$ cat config.mk
export PLATFORM = sky130hd
export DESIGN_NAME = t_counter_n
export DESIGN_NICKNAME = d
export VERILOG_FILES = /design/src/rtl/t_counter_n.sv
export SDC_FILE = /design/constraint.sdc
export NUM_CORES = 1
export LEC_CHECK = 0
export CAP_MARGIN = 20
export CELL_PAD_IN_SITES_DETAIL_PLACEMENT = 0
export CELL_PAD_IN_SITES_GLOBAL_PLACEMENT = 2
export CORE_MARGIN = 3
export CORE_UTILIZATION = 22
export DETAILED_ROUTE_END_ITERATION = 10
export GPL_TIMING_DRIVEN = 1
export MAX_ROUTING_LAYER = met4
export PLACE_DENSITY = 0.82
export SLEW_MARGIN = 20
export SYNTH_ARGS = -nofsm -noshare
export SYNTH_HDL_FRONTEND = slang
export SYNTH_SLANG_ARGS = --single-unit
$ cat constraint.sdc
create_clock -name Clk -period 1.57 [get_ports Clk]
set_clock_uncertainty 0.2 [all_clocks]
set_input_delay 0.314 -clock Clk [delete_from_list [all_inputs] [get_ports Clk]]
set_output_delay 0.314 -clock Clk [all_outputs]
set_load 0.03 [all_outputs]
$ cat src/rtl/t_counter_n.sv
// Modulo-MODULUS up/down counter built from T-type state bits, with load,
// toggle-mask and clear modes plus Tc/Wrap/Err flags for cascading.

module t_counter_n_tbit #(
  parameter logic RST_BIT = 1'b0
) (
  input  logic Clk,
  input  logic Rst,
  input  logic T,
  output logic Q
);
  logic q_q;

  always_ff @(posedge Clk or posedge Rst) begin
    if (Rst) q_q <= RST_BIT;
    else     q_q <= q_q ^ T;
  end

  assign Q = q_q;
endmodule

module t_counter_n #(
  parameter int WIDTH       = 4,
  parameter int MODULUS     = 16,
  parameter int RESET_VALUE = 0
) (
  input  logic             Clk,
  input  logic             Rst,
  input  logic             En,
  input  logic [1:0]       Mode,
  input  logic             Up,
  input  logic [WIDTH-1:0] Din,
  output logic [WIDTH-1:0] Q,
  output logic             Tc,
  output logic             Wrap,
  output logic             Err
);
  typedef enum logic [1:0] {
    M_COUNT  = 2'b00,
    M_LOAD   = 2'b01,
    M_TOGGLE = 2'b10,
    M_CLEAR  = 2'b11
  } mode_e;

  // MODULUS may equal 2**WIDTH, so range checks use one extra bit.
  localparam logic [WIDTH:0]   MOD_W = (WIDTH+1)'(MODULUS);
  localparam logic [WIDTH-1:0] MAX_V = WIDTH'(MODULUS - 1);
  localparam logic [WIDTH-1:0] RST_V = WIDTH'(RESET_VALUE);

  logic [WIDTH-1:0] q_q, q_d, t_vec, mask_r;
  logic             wrap_q, wrap_d, err_q, err_d;
  logic             at_max, at_min;

  assign at_max = (q_q == MAX_V);
  assign at_min = (q_q == '0);
  assign mask_r = q_q ^ Din;

  always_comb begin
    q_d    = q_q;
    wrap_d = 1'b0;
    err_d  = err_q;
    if (En) begin
      unique case (mode_e'(Mode))
        M_COUNT: begin
          if (Up) begin
            if (at_max) begin q_d = '0; wrap_d = 1'b1; end
            else        q_d = q_q + WIDTH'(1);
          end else begin
            if (at_min) begin q_d = MAX_V; wrap_d = 1'b1; end
            else        q_d = q_q - WIDTH'(1);
          end
        end
        M_LOAD: begin
          if ({1'b0, Din} < MOD_W) q_d = Din;
          else begin q_d = '0; err_d = 1'b1; end
        end
        M_TOGGLE: begin
          if ({1'b0, mask_r} < MOD_W) q_d = mask_r;
          else begin q_d = '0; err_d = 1'b1; end
        end
        M_CLEAR: begin
          q_d   = '0;
          err_d = 1'b0;
        end
        default: q_d = q_q;
      endcase
    end
  end

  // Each state bit flips only where the next state differs; all-zero when En=0.
  assign t_vec = q_q ^ q_d;

  for (genvar i = 0; i < WIDTH; i++) begin : g_bit
    t_counter_n_tbit #(.RST_BIT(RST_V[i])) u_bit (
      .Clk (Clk),
      .Rst (Rst),
      .T   (t_vec[i]),
      .Q   (q_q[i])
    );
  end

  always_ff @(posedge Clk or posedge Rst) begin
    if (Rst) begin
      wrap_q <= 1'b0;
      err_q  <= 1'b0;
    end else begin
      wrap_q <= wrap_d;
      err_q  <= err_d;
    end
  end

  assign Tc   = En & (Mode == 2'b00) & ((Up & at_max) | (~Up & at_min));
  assign Q    = q_q;
  assign Wrap = wrap_q;
  assign Err  = err_q;
endmodule

==> flow_summary.yaml <==
detailed_routing:
  wirelength_um: 1590
  drc_errors: 0
  wl_per_cell_um: 12.5
  routed_via_density: 4.66
  via_count: 592
  initialDrtViolationCount: 9
  drt-pass1-iter-count: 3
  ant_nets: 0
timing:
  timing.final.ws_setup_ps: -461
  period_share_pct: 129
  grt_setup_unrepaired: "true"
  hold_viol: 0
  fmax_ghz: 0.492
  fin_crit_ps: 2030
  final-max-slew-violation-count: 0
  setup_violations: 4
pwr:
  peakVddDrop_v: 0.000300
  power_w: 0.000731
  p_leak_nw: 0.393
  powerDensity_nw_per_um2: 860
cells_and_area:
  area_growth_pct: 55.7
  final_common_cell: "buf_4"
  final_cell_mix: "buf_4 (23), o21ai_0 (9), clkdlybuf4s50_1 (9)"
  antenna_cells: 0
  layout-drive-gt1-share_pct: 35.4
  nets: 112
placement:
  io_buffers: 15
  dp_slack_ps: -399
  gp_routability_congestion: 0.804
  dp_hpwl_um: 1320
synthesis:
  yosys-top-cells-area: "dfrtp_1 (23%), o21ai_0 (8.3%), buf_4 (8.3%)"
  post_synth_num_cell_types: 33
  synth.avg_cell_area_um2: 7.79
  ys.flop_type: "dfrtp_1"
  synth_cells: 70
  yosys.area.top_type: "dfrtp_1"
  synth_edf_count: 0
  netlist_area_um2: 546
  ys_seq_area_share_pct: 22.9
  yosys_warnings: 0
  synth_fp_nets: 82
  synth_seq_cells: 5
  synth-async-reset-ratio_pct: 100
  synth_top_area_share_pct: 22.9
global_route:
  grtUsageMet1_pct: 13.6
  met2_usage_pct: 17.4
  use_met3_pct: 2.78
  grt_max_degree: 13
  busiest_layer: "met2"
  first_global_vias: 587
  grtUsageTotal_pct: 11.2
  antenna_found_initial: 0
  overflow: 0
  grt_pass1_wl_um: 2640
clocking:
  clock-sinks: 5
  htreeDepth: 1
  numCtsBuffers: 3
  cts.clk_slew.worst_paths_ps: 50
  cts_buffer_depth: 2
  cts_root_buffer: "clkbuf_4"
  cts_tree: "built"
  insertion_delay_ps: 260
critical_path:
  slowest_stage: "dfrtp_1"
  startpoint_type: "flip-flop"
  path_max_fanout: 4
  worstPathRequired_ps: 1060
  critical_path.cell_chain: "inv_2 -> ha_4 -> nand3b_1 -> mux2i_2 -> and3_4 -> buf_6"
  slowest_delay_ps: 420
  end_kind: "primary output"
  arrival_ps: 1520
  path_class: "reg -> out"
status:
  status: "complete, but fails checks"
  failed_checks: "setup timing"
die:
  boundaryPins: 17
  rows: 17
  core_um2: 2280
  die_w_um: 55.8
  start_util_pct: 24.0
  chipHeight_um: 55.8
  dieArea_um2: 3110
min_path:
  hp-class: "in -> async"
run:
  maxCapViolCount: 0
[layer usage]
layer | share of wire (%) | vias up
li1 | - | 304
met1 | 46 | 271
met2 | 47 | 15
met3 | 6.2 | 2
met4 | 0.76 | 0
met5 | 0 | -
[worst paths after layout]
check / from / to / slack, ps / depth (start not counted)
worst max register to register: flip-flop / flip-flop / -130 / 5
worst min-delay path: Rst / asynchronous set/reset pin / 60 / 2
min in group Clk: flip-flop / flip-flop / 530 / 3
max in group asynchronous: Rst / asynchronous set/reset pin / 920 / 2
worst max-delay path: flip-flop / Tc / -460 / 6
worst min register to register: flip-flop / flip-flop / 530 / 3
[critical path, delay by kind of cell (launching register included)]
| family | cells | cell delay [ps] |
|---|---|---|
| and+or+nand+nor | 2 | 310 |
| muxes | 1 | 180 |
| buffers and inverters | 2 | 210 |
| DFF | 1 | 420 |
| adders and majority gates | 1 | 130 |
[repair_timing]
| item | 4_1_cts | 5_1_grt |
|---|---|---|
| hold endpoints to repair | 0 | 0 |
| gates resized for setup | 5 | 1 |
| setup buffers | 5 | 1 |
| setup endpoints to repair | 6 | 5 |
| pin swaps | 6 | 6 |
| hold buffers | 0 | 0 |
[layout make-up]
class	instances	area, um2
fill	248	1430
multi-input combinational	51	357
timing repair buffer	34	283
sequential	5	126
tap	28	35.0
clock buffer	3	22.5
inverter	5	21.3
clock inverter	1	5.00
[report_power, final]
part           switching, W  internal, W  total (W)
Clock             0.0000662    0.0000930   0.000159
Sequential        0.0000260     0.000149   0.000175
Combinational      0.000193     0.000203   0.000396
Total              0.000285     0.000445   0.000731
[stage by stage]
step / area [um2] / std cells / util, % / hold WS [ps] / TNS, ps
2_1_floorplan: 563 / 70 / - / -107 / -114
3_3_place_gp: 807 / 122 / 35.5 / 329 / -1260
3_5_place_dp: 807 / 122 / 35.5 / 339 / -1460
4_1_cts: 876 / 130 / 38.5 / 59.5 / -1020
5_1_grt: 850 / 127 / 37.3 / 79.9 / -1140
6_report: 850 / 127 / 37.3 / 55.7 / -811
[cell usage after synthesis (2+ instances only)]
master,number
mux2i_1,3
a31oi_1,2
dfrtp_1,5
and3_1,2
a22oi_1,2
nor2_1,2
inv_1,3
o21ai_0,9
o21bai_1,2
buf_4,6
nand2_1,5
a21oi_1,3
ha_1,2
nand3b_1,2
nand2b_1,3
clkbuf_1,2
[logic make-up (layout without fill, tap and decap cells)]
| logic type | after synthesis | in the layout | synth area share, % |
|---|---|---|---|
| compound gates | 23 | 23 | 26.1 |
| xor+xnor | 1 | 1 | 1.61 |
| fa+ha+maj | 2 | 2 | 4.59 |
| buf+inv | 14 | 43 | 15.6 |
| flops | 5 | 5 | 22.9 |
| mux | 3 | 3 | 5.50 |
| other cells | 1 | 1 | 0.687 |
| simple gates | 21 | 21 | 22.9 |
Note: power is estimated with default switching activity, not from simulation.
